<file path="src/rtl/clock_pkg.sv">
// clock_pkg: set-mode state type and field limits shared by the wall-clock controller
package clock_pkg;
  typedef enum logic [1:0] {RUN, SET_HOUR, SET_MIN, SET_SEC} state_t;
  localparam int SEC_MAX  = 59;
  localparam int MIN_MAX  = 59;
  localparam int HOUR_MAX = 23;
endpackage

</file>
<file path="src/rtl/clock_time_ctrl_time_field_counter.sv">
// time_field_counter: mod-(MAX+1) field register with inc/dec/clear and wrap-carry
//   clk, rst : clock, asynchronous active-high reset
//   inc, dec : step up / step down (both together hold)
//   clr      : load zero, overrides inc/dec
//   val      : field value 0..MAX
//   carry    : combinational, high when an inc wraps MAX->0 this cycle
module time_field_counter #(
  parameter int W   = 6,
  parameter int MAX = 59
) (
  input  logic         clk,
  input  logic         rst,
  input  logic         inc,
  input  logic         dec,
  input  logic         clr,
  output logic [W-1:0] val,
  output logic         carry
);
  localparam logic [W-1:0] TOP = W'(MAX);
  assign carry = inc & ~dec & ~clr & (val == TOP);
  always_ff @(posedge clk or posedge rst)
    if (rst) val <= '0;
    else if (clr) val <= '0;
    else if (inc & ~dec) val <= (val == TOP) ? '0 : val + 1'b1;
    else if (dec & ~inc) val <= (val == '0) ? TOP : val - 1'b1;
endmodule

</file>
<file path="src/rtl/clock_time_ctrl.sv">
// clock_time_ctrl: timekeeping and four-state time-set controller for the wall clock
//   clk, reset       : system clock, asynchronous active-high reset
//   i_run_en, i_tick : global enable, one-second tick from the generator
//   i_mode/i_up/i_down : debounced one-cycle button pulses
//   o_run_en, o_freq : registered run enable and constant count to the generator
//   o_mode, sec, minute, hour : registered state and time fields
//   Macro CLOCK_CTRL_HOLD_EN: freeze time and pause the generator in set states.
module clock_time_ctrl
  import clock_pkg::*;
#(
  parameter int P_COUNT_BIT = 30,
  parameter int P_FREQ      = 100_000_000,
  parameter int P_SEC_BIT   = 6,
  parameter int P_MIN_BIT   = 6,
  parameter int P_HOUR_BIT  = 5
) (
  input  logic                   clk,
  input  logic                   reset,
  input  logic                   i_run_en,
  input  logic                   i_tick,
  input  logic                   i_mode,
  input  logic                   i_up,
  input  logic                   i_down,
  output logic                   o_run_en,
  output logic [P_COUNT_BIT-1:0] o_freq,
  output logic [1:0]             o_mode,
  output logic [P_SEC_BIT-1:0]   sec,
  output logic [P_MIN_BIT-1:0]   minute,
  output logic [P_HOUR_BIT-1:0]  hour
);
  state_t state;
  logic in_set, up, dn, touch, tick_go, sec_c, min_c, hour_c;
  assign o_freq = P_COUNT_BIT'(P_FREQ);
  assign o_mode = state;
  always_comb begin
    in_set = state != RUN;
    // a mode pulse swallows any edit in the same cycle; up+down cancel
    up = i_up & ~i_down & ~i_mode & in_set;
    dn = i_down & ~i_up & ~i_mode & in_set;
`ifdef CLOCK_CTRL_HOLD_EN
    tick_go = i_tick & i_run_en & ~in_set;
`else
    // an edit drops a coincident tick entirely, carries included
    tick_go = i_tick & i_run_en & ~(up | dn);
`endif
    touch = tick_go | up | dn;
  end
  time_field_counter #(.W(P_SEC_BIT), .MAX(SEC_MAX)) u_sec (
    .clk(clk), .rst(reset),
    .inc(tick_go | (up && state == SET_SEC)),
    .dec(dn && state == SET_SEC),
    .clr(touch && sec > P_SEC_BIT'(SEC_MAX)),
    .val(sec), .carry(sec_c)
  );
  time_field_counter #(.W(P_MIN_BIT), .MAX(MIN_MAX)) u_min (
    .clk(clk), .rst(reset),
    .inc((tick_go & sec_c) | (up && state == SET_MIN)),
    .dec(dn && state == SET_MIN),
    .clr(touch && minute > P_MIN_BIT'(MIN_MAX)),
    .val(minute), .carry(min_c)
  );
  time_field_counter #(.W(P_HOUR_BIT), .MAX(HOUR_MAX)) u_hour (
    .clk(clk), .rst(reset),
    .inc((tick_go & sec_c & min_c) | (up && state == SET_HOUR)),
    .dec(dn && state == SET_HOUR),
    .clr(touch && hour > P_HOUR_BIT'(HOUR_MAX)),
    .val(hour), .carry(hour_c)
  );
  always_ff @(posedge clk or posedge reset)
    if (reset) begin
      state    <= RUN;
      o_run_en <= 1'b0;
    end else begin
      if (i_mode) state <= state_t'(2'(state) + 2'd1);
`ifdef CLOCK_CTRL_HOLD_EN
      o_run_en <= i_run_en & (state == RUN);
`else
      o_run_en <= i_run_en;
`endif
    end
endmodule

</file>
<file path="config.mk">
export PLATFORM = sky130hd
export DESIGN_NAME = clock_time_ctrl
export DESIGN_NICKNAME = d
export VERILOG_FILES = /design/src/rtl/clock_pkg.sv /design/src/rtl/clock_time_ctrl_time_field_counter.sv /design/src/rtl/clock_time_ctrl.sv
export SDC_FILE = /design/constraint.sdc
export NUM_CORES = 1
export LEC_CHECK = 0
export ABC_CLOCK_PERIOD_IN_PS = 4300
export BUFFER_PORTS_ARGS = -buffer_cell sky130_fd_sc_hd__buf_2
export CORE_UTILIZATION = 40
export DETAILED_ROUTE_END_ITERATION = 10
export PLACE_DENSITY = 0.74
export RECOVER_POWER = 100
export SKIP_LAST_GASP = 1
export SYNTH_ARGS = -nofsm -noshare
export SYNTH_HDL_FRONTEND = slang
export SYNTH_SLANG_ARGS = --single-unit
</file>
<file path="constraint.sdc">
create_clock -name clk -period 4.3 [get_ports clk]
set_input_delay 0.215 -clock clk [delete_from_list [all_inputs] [get_ports clk]]
set_output_delay 0.215 -clock clk [all_outputs]
set_load 0.01 [all_outputs]
</file>
==> results.ini, run 1 <==
[status]
outcome=completed

[power_and_ir_drop]
power_mw=1.33
leakage_nw=0.924
p_per_area_mw_per_mm2=614
vdd.ir_drop.worst_uv=291

[die]
placementRows=25
dieWidth_um=74.2
start_util=0.428
fp.dieH_um=74.2
dieArea_sq_mm=0.00551
core_area_sq_mm=0.00488
pin_count=57

[sta]
max_freq_ghz=0.253
finalHoldViolations=0
max_slew_margin=0.449
worst_slew_pin_slew_ns=0.825
clock_skew_ns=0.00332
whs_ns=0.102
setup_violations=0
min_period_ns=3.95
finalMaxSlewViolations=0
period_share=0.918

[detailed_routing]
routed_wl_mm=4.46
post_drt_wl_per_cell_um=12.9
drc=0
drt_pass1_iterations=4
drtAntennaViolNets=0
dr.first_iter.drc_count=194
viasPerCell=5.41
vias=1873

[critical_path]
cpPeakStageDelay_ns=0.48
critPathKind=reg -> reg
reg2reg_depth=19
critPathLaunchType=flip-flop
critical-path-top-delay-family=simple AND/OR/NAND/NOR gates
arrival_ns=4.14
cp_num_buf_inv=3
cp_max_fo=11
r2r-end=u_hour.val[4]
crit_top_cell=ha_1
cp-startpoint=o_mode[0]
worst_ep_required_time_ns=4.49
timing.rr.start=o_mode[0]
r2r_slack_ns=0.35
cp_cell_sequence=inv_1 > ha_1 > nor2_1 > a31oi_1 > o22ai_1 > ha_1 > inv_2 > nor4_2 > nand4_1 > nand2_1 > ha_1 > nand2_1 > nor3b_2 > inv_1 > o21ai_1 > ha_2 > or4_1 > a21o_1 > a21oi_1
cp-end-kind=flip-flop
crit_slowest_cell=or4_1

[yosys]
syn-instance-count=265
yosysMostFrequentCell=buf_4
synth_cell_types=64
yosys_most_used_dff=dfrtp_1
yosysWarnings=0
synth_top_cell_by_area=dfrtp_1
ys_ff_latch=20
yosysSeqAreaShare=0.240
syn_avg_cell_area_sq_um=7.88
synthTopCellsByArea=dfrtp_1 (24%), buf_4 (11%), ha_1 (9.0%)
synthTopCellsByCount=buf_4 (30), nand2_1 (22), dfrtp_1 (20)
synth_area_sq_mm=0.00209
async_flop_share=1.00
synth_top_cell_area_share=0.240
synth_enable_flop_cells=0

[cells_and_area]
area_growth_pct=3.78
nets=302
fillers=534
drive_above_1_share=0.0753
final_cell_area_sq_mm=0.00217
diodes=0

[clock_network]
cts_sinks=20
numCtsBuffers=3
cts_root_buf=clkbuf_8
cts_htree_levels=1
clkTransAtPathRegs_ns=0.08
clockBufferDepth=2
cts_tree=built
clk_latency_ns=0.26

[global_routing]
antenna_found_initial=0
grt_pass1_vias=1578
grt_max_degree=21
track_usage=0.171
grt_overflow=0
grt_pass1_wl_mm=7.38

[placed_design]
place_congestion=0.849
portBuffers=26
hpwl_mm=3.20
dpl_cell_area_sq_mm=0.00213

[min_path]
min_path_type=in -> async

[job]
max_cap_violations=0

## state kept, by name, summed over array words and instances, names as in the netlist
signal / flops
o_run_en: 1
u_hour.val: 5
o_mode: 2
u_min.val: 6
u_sec.val: 6
## layout by cell type, fill, tap and decap left out, types with 2 or more instances in the layout
master      n
a21o_1      2
dfrtp_1    20
nand3_1     4
o21ai_0    12
clkbuf_8    4
xor2_1      6
nand2_1    22
o41ai_1     2
o21bai_1    2
nor2_1     16
ha_1       14
nor3_1      3
a22oi_1     2
conb_1     30
nor4b_1     3
clkbuf_1   21
o211ai_1    7
or3_1       3
a31oi_1     3
inv_1      14
o2bb2ai_1   2
o211a_1     2
nand3b_1    2
nand4_1     6
buf_4       2
nor3b_1     4
a21oi_1    20
nand2b_1    3
a21boi_0    2
or4b_1      2
buf_2       6
o22ai_1     3
a211oi_1    4
## final cells by class
cell class / count / area [sq um] / area share
Multi-Input combinational cell: 211 / 1350 / 0.622
Sequential cell: 20 / 500 / 0.231
Timing Repair Buffer: 29 / 124 / 0.0572
Tap cell: 67 / 83.8 / 0.0387
Inverter: 15 / 56.3 / 0.0260
Clock buffer: 4 / 55.1 / 0.0254
## kinds of logic (layout without fill, tap and decap cells)
family,count (synthesis),after routing,synth area share
muxes,1,1,0.00540
AOI/OAI and AO/OA,77,77,0.248
adders and majority gates,15,15,0.0899
and+or+nand+nor,81,81,0.214
buffers and inverters,62,48,0.170
DFF,20,20,0.240
other,2,30,0.00360
xor gates and xnor gates,7,7,0.0294
## timing repair
action	CTS	global route
setup buffers	0	0
endpoints found under the setup margin	0	2
resized for setup	0	3
hold buffers	0	0
## routing by layer
metal | share of wire | vias to the layer above | global-route usage
met4 | 0.016 | 0 | 0.0734
met3 | 0.065 | 7 | 0.0217
met2 | 0.45 | 72 | 0.258
li1 | - | 928 | -
met1 | 0.47 | 866 | 0.247
met5 | 0 | - | 0
## power breakdown
group	switching (mW)	internal (mW)
Sequential	0.216	0.270
Combinational	0.380	0.316
Clock	0.0666	0.0817
Total	0.663	0.668
## worst max path at each step
stage               slack, ns            end  cells after the start
global placement         0.41  u_hour.val[4]                     19
detailed placement       0.19  u_hour.val[4]                     19
finish                   0.35  u_hour.val[4]                     19
global route            -0.03  u_hour.val[4]                     19
floorplan                0.24  u_hour.val[4]                     20
CTS                      0.16  u_hour.val[4]                     19
## metrics by stage
| stage | instances | util | TNS [ns] | setup WS, ns |
|---|---|---|---|---|
| 6_report | 346 | 0.444 | 0 | 0.353 |
| 5_1_grt | 346 | 0.444 | -0.0338 | -0.0338 |
| 4_1_cts | 346 | 0.448 | 0 | 0.164 |
| 3_5_place_dp | 342 | 0.436 | 0 | 0.193 |
| 3_3_place_gp | 342 | 0.436 | 0 | 0.411 |
| 2_1_floorplan | 293 | - | 0 | 0.243 |
No activity file was read; power rests on OpenSTA's default activity.
==> run 2: changes to the inputs <==
--- a/config.mk
+++ b/config.mk
@@ -7,6 +7,7 @@
 export LEC_CHECK = 0
 export ABC_CLOCK_PERIOD_IN_PS = 4300
 export BUFFER_PORTS_ARGS = -buffer_cell sky130_fd_sc_hd__buf_2
+export CORE_ASPECT_RATIO = 0.6
 export CORE_UTILIZATION = 40
 export DETAILED_ROUTE_END_ITERATION = 10
 export PLACE_DENSITY = 0.74
==> run 2 against run 1 <==
Sequential share of layout area about the same. Via count is 1.9% higher. Sequential power is 1% higher. Wire length increased by 4.4%. Final cell count down 1.2%. Design area grew 0.35%. Die area up 0.18%. Core utilization rose by 1.1 points. Maximum frequency decreased by 1.8%. Critical path depth stayed put. Critical path type unchanged. Critical endpoint unchanged. Highest routed layer unchanged.
==> results.ini, run 2 (synthesis gave the netlist of run 1 again) <==
[status]
outcome=completed

[detailed_routing]
post_drt_wl_per_cell_um=13.6
drc=0
drtAntennaViolNets=0
routed_wl_mm=4.66
dr.first_iter.drc_count=119
vias=1909
viasPerCell=5.58
drt_pass1_iterations=4

[critical_path]
cp_max_fo=11
cp-end-kind=flip-flop
r2r-end=u_hour.val[4]
crit_slowest_cell=or4_1
crit_top_cell=ha_1
cp-startpoint=o_mode[0]
critPathKind=reg -> reg
cpPeakStageDelay_ns=0.48
arrival_ns=4.20
r2r_slack_ns=0.28
cp_cell_sequence=inv_1 > ha_1 > nor2_1 > a31oi_1 > o22ai_1 > ha_1 > inv_2 > nor4_2 > nand4_1 > nand2_1 > ha_1 > nand2_1 > nor3b_2 > inv_1 > o21ai_1 > ha_2 > or4_1 > a21o_1 > a21oi_1
worst_ep_required_time_ns=4.48
timing.rr.start=o_mode[0]
critPathLaunchType=flip-flop
reg2reg_depth=19

[die]
placementRows=19
pin_count=57
dieWidth_um=95.3
fp.dieH_um=58.0
dieArea_sq_mm=0.00552
start_util=0.437
core_area_sq_mm=0.00478

[clock_network]
clk_latency_ns=0.26
clkTransAtPathRegs_ns=0.08
cts_root_buf=clkbuf_8
numCtsBuffers=3
cts_htree_levels=1
cts_tree=built
cts_sinks=20
clockBufferDepth=2

[cells_and_area]
fillers=473
final_cell_mix=conb_1 (30), clkbuf_1 (23), nand2_1 (22), a21oi_1 (20), dfrtp_1 (19)
layout_commonest_cell=conb_1
reg.largest.list=u_min.val x6, u_sec.val x6, u_hour.val x5
diodes=0
area_growth_pct=4.14
drive_above_1_share=0.0717
nets=302
post-route-util=0.455

[placed_design]
hpwl_mm=3.40
portBuffers=26
place_congestion=0.869
dp_slack_ns=0.202

[power_and_ir_drop]
p_per_area_mw_per_mm2=641
power_mw=1.39
vdd.ir_drop.worst_uv=361
p_sw_mw=0.684
leakage_nw=0.924
switching_share=0.491
pwr-share-clk=0.135
p_int_mw=0.709
combPwrFrac=0.513
seqPwrFrac=0.352

[sta]
timing.setup.tns_ns=0
finalMaxSlewViolations=0
worst_slew_pin_slew_ns=0.773
clock_skew_ns=0.00398
rsz0062_at_grt=no
max_slew_margin=0.484
period_share=0.934
finalHoldViolations=0
setup_slack_ns=0.283
min_period_ns=4.02
setup_violations=0
max_freq_ghz=0.249

[min_path]
min_path_type=in -> async

[global_routing]
grt_max_degree=21
use_met1=0.283
grt_pass1_wl_mm=7.36
grt_use_met3=0.0328
track_usage=0.172
antenna_found_initial=0
grtUsageMet2=0.229
grt_pass1_vias=1482
grt_overflow=0
busiest_layer=met1

[job]
max_cap_violations=0

## run 2: cell count changes in the layout (fill, tap and decap cells not counted)
| cell | previous run | this run |
|---|---|---|
| buf_2 | 6 | 5 |
| dfrtp_1 | 20 | 19 |
| bufinv_16 | 0 | 1 |
| clkbuf_8 | 4 | 3 |
| dfrtp_2 | 0 | 1 |
| clkbuf_1 | 21 | 23 |
| buf_4 | 2 | 1 |
## run 2: final cells by class
type / count / area [sq um] / share of cell area
tap: 63 / 78.8 / 0.0363
sequential: 20 / 502 / 0.231
clock buffer: 3 / 41.3 / 0.0190
timing repair buffer: 29 / 119 / 0.0547
clock inverter: 1 / 30.0 / 0.0138
inverter: 15 / 56.3 / 0.0259
multi-input combinational: 211 / 1350 / 0.619
## run 2: critical path, delay by kind of cell (launching register included)
family          cells  cell delay (ns)
flops               1             0.42
compound gates      5             0.76
simple gates        7             1.57
buf+inv             3             0.23
fa+ha+maj           4             0.96
## run 2: stage by stage
step / instance area [sq um] / hold WS [ns] / std cells
2_1_floorplan: 2190 / 0.179 / 293
3_3_place_gp: 2120 / 0.374 / 338
3_5_place_dp: 2120 / 0.379 / 338
6_report: 2170 / 0.0805 / 342
4_1_cts: 2200 / 0.104 / 342
5_1_grt: 2170 / 0.128 / 342
## run 2: timing repair
item,CTS,global route
setup buffers,0,0
hold buffers,0,0
setup endpoints to repair,0,3
gates resized for setup,0,4
## run 2: worst max-delay path by stage
stage                                to  slack, ns
after detailed placement  u_hour.val[4]       0.20
after floorplan           u_hour.val[4]       0.24
after global placement    u_hour.val[4]       0.42
after global routing      u_hour.val[4]    0.00002
final                     u_hour.val[4]       0.28
after CTS                 u_hour.val[4]       0.09
## run 2: routing by layer
| layer | part of all wire | wire length [um] | vias up |
|---|---|---|---|
| met5 | 0 | 0 | - |
| met4 | 0.0045 | 21 | 0 |
| met3 | 0.068 | 315 | 4 |
| met2 | 0.43 | 2010 | 81 |
| met1 | 0.50 | 2310 | 897 |
| li1 | - | - | 927 |
## run 2: power by group through the flow
stage                     combinational [mW]  clock (mW)  sequential [mW]
after floorplan                        0.612           0            0.408
after global placement                 0.713           0            0.481
after detailed placement               0.722           0            0.484
after CTS                              0.731       0.193            0.479
after global routing                   0.800       0.199            0.516
final                                  0.714       0.188            0.491
==> run 3: changes to the inputs <==
--- a/config.mk
+++ b/config.mk
@@ -10,9 +10,10 @@
 export CORE_ASPECT_RATIO = 0.6
 export CORE_UTILIZATION = 40
 export DETAILED_ROUTE_END_ITERATION = 10
-export PLACE_DENSITY = 0.74
+export PLACE_DENSITY = 0.73
 export RECOVER_POWER = 100
 export SKIP_LAST_GASP = 1
 export SYNTH_ARGS = -nofsm -noshare
 export SYNTH_HDL_FRONTEND = slang
+export SYNTH_HIERARCHICAL = 1
 export SYNTH_SLANG_ARGS = --single-unit
==> run 3 against run 2 <==
Synthesized area increased by 2.2%. Sequential share of layout area increased by 0.12 points. Sequential cell count unchanged. Non-clock buffer count decreased by 2. Combinational power decreased by 14%. Global-route usage increased by 0.29 points. Clock skew about the same. Setup slack improved by 0.32 ns. Sequential power decreased by 4.1%. Final cell count decreased by 2.9%. Synthesized cell count decreased by 5.3%. Design area decreased by 0.75%. Critical path type unchanged. Highest routed layer unchanged.
==> results.ini, run 3 <==
[cells_and_area]
layout_commonest_cell=conb_1
regArea_sq_um=500
area_growth_pct=1.17
final_cell_mix=conb_1 (30), clkbuf_1 (22), dfrtp_1 (20), nand2_1 (18), inv_1 (16)
nets=286
drive_above_1_share=0.0827
fillers=537
multiInputGateArea_sq_mm=0.00135
diodes=0
reg.largest.list=u_min/val x6, u_sec/val x6, u_hour/val x5

[critical_path]
r2r_slack_ns=0.60
worst_ep_required_time_ns=4.47
cp-end-kind=flip-flop
arrival_ns=3.87
reg2reg_depth=14
r2r-end=u_hour/val[4]
cp_cell_sequence=inv_1 > ha_1 > nor4b_1 > and2_0 > nand3b_1 > nor3_1 > and3_1 > a22o_2 > nand2b_1 > nor3_1 > a31o_1 > and4b_4 > or3b_1 > o32ai_1
critPathLaunchType=flip-flop
timing.rr.start=o_mode[0]
cp_num_buf_inv=1
critical-path-top-delay-family=simple AND/OR/NAND/NOR gates
critPathKind=reg -> reg
crit_slowest_cell=dfrtp_1
worst-path-stages=14
cpPeakStageDelay_ns=0.45
crit_top_cell=nor3_1
cp_max_fo=8

[clock_network]
cts_htree_levels=1
clk_latency_ns=0.26
cts_tree=built
cts_root_buf=clkbuf_8
numCtsBuffers=3
clkTransAtPathRegs_ns=0.08
cts_sinks=20
post_cts.repair.setup_buffers=0
clockBufferDepth=2

[die]
dieWidth_um=96.3
fp.dieH_um=58.6
pin_count=57
placementRows=20
core_area_sq_mm=0.00510
dieArea_sq_mm=0.00564
start_util=0.418

[global_routing]
grt_max_degree=14
antenna_found_initial=0
grt_pass1_wl_mm=7.63
grt_pass1_vias=1498
track_usage=0.175
grt_overflow=0

[yosys]
syn_avg_cell_area_sq_um=8.49
yosysWarnings=6
syn-instance-count=251
synth_area_sq_mm=0.00213

[sta]
finalMaxSlewViolations=0
clock_skew_ns=0.00446
max_freq_ghz=0.270
min_period_ns=3.70
setup_violations=0
rsz0062_at_grt=no
max_slew_margin=0.582
finalHoldViolations=0
timing.setup.tns_ns=0
worst_slew_pin_slew_ns=0.626
period_share=0.861
whs_ns=0.126

[power_and_ir_drop]
power_mw=1.24
vdd.ir_drop.worst_uv=269
leakage_nw=0.905
p_per_area_mw_per_mm2=573

[detailed_routing]
vias=1812
drc=0
drtAntennaViolNets=0
dr.first_iter.drc_count=142
routed_wl_mm=4.65
drt_pass1_iterations=4
post_drt_wl_per_cell_um=14.0
viasPerCell=5.46

[placed_design]
hpwl_mm=3.51
place_congestion=0.929
portBuffers=26

[min_path]
min_path_type=in -> reg
whs_endpoint=o_run_en
whs_path_depth=1
hp-start=i_run_en

[status]
outcome=completed

[job]
max_cap_violations=0

## run 3: layout make-up
| type | count | area share |
|---|---|---|
| multi-input cells | 199 | 0.624 |
| flip-flops and latches | 20 | 0.232 |
| repair buffers | 27 | 0.0522 |
| well taps | 66 | 0.0383 |
| inverters | 16 | 0.0278 |
| clock buffers | 4 | 0.0255 |
## run 3: power breakdown
group | switching [mW] | total [mW] | internal (mW)
clock network | 0.0695 | 0.151 | 0.0817
logic | 0.344 | 0.615 | 0.270
registers | 0.203 | 0.471 | 0.268
## run 3: per-layer routing
layer,global-route usage,vias to the layer above,part of all wire
li1,-,886,-
met1,0.283,852,0.52
met2,0.237,72,0.41
met3,0.0375,2,0.070
met4,0.0192,0,0.0022
met5,0,-,0
## run 3: stage by stage
stage,util,instances,worst slack (ns),area (sq um)
floorplan,-,279,0.921,2240
global placement,0.416,327,0.935,2120
detailed placement,0.416,327,0.713,2120
CTS,0.429,332,0.676,2190
global route,0.423,332,0.254,2160
finish,0.423,332,0.600,2160
## run 3: timing repair
action	in CTS	in global routing
hold endpoints to repair	20	0
hold buffers	1	0
gates resized for setup	0	0
## run 3: worst max-delay path by stage
| stage | startpoint | to | slack (ns) |
|---|---|---|---|
| after global placement | o_mode[0] | u_hour/val[4] | 0.94 |
| after global routing | o_mode[0] | u_hour/val[4] | 0.25 |
| after CTS | o_mode[0] | u_hour/val[4] | 0.68 |
| after detailed placement | o_mode[0] | u_hour/val[4] | 0.71 |
| final | o_mode[0] | u_hour/val[4] | 0.60 |
| after floorplan | o_mode[0] | u_hour/val[4] | 0.92 |
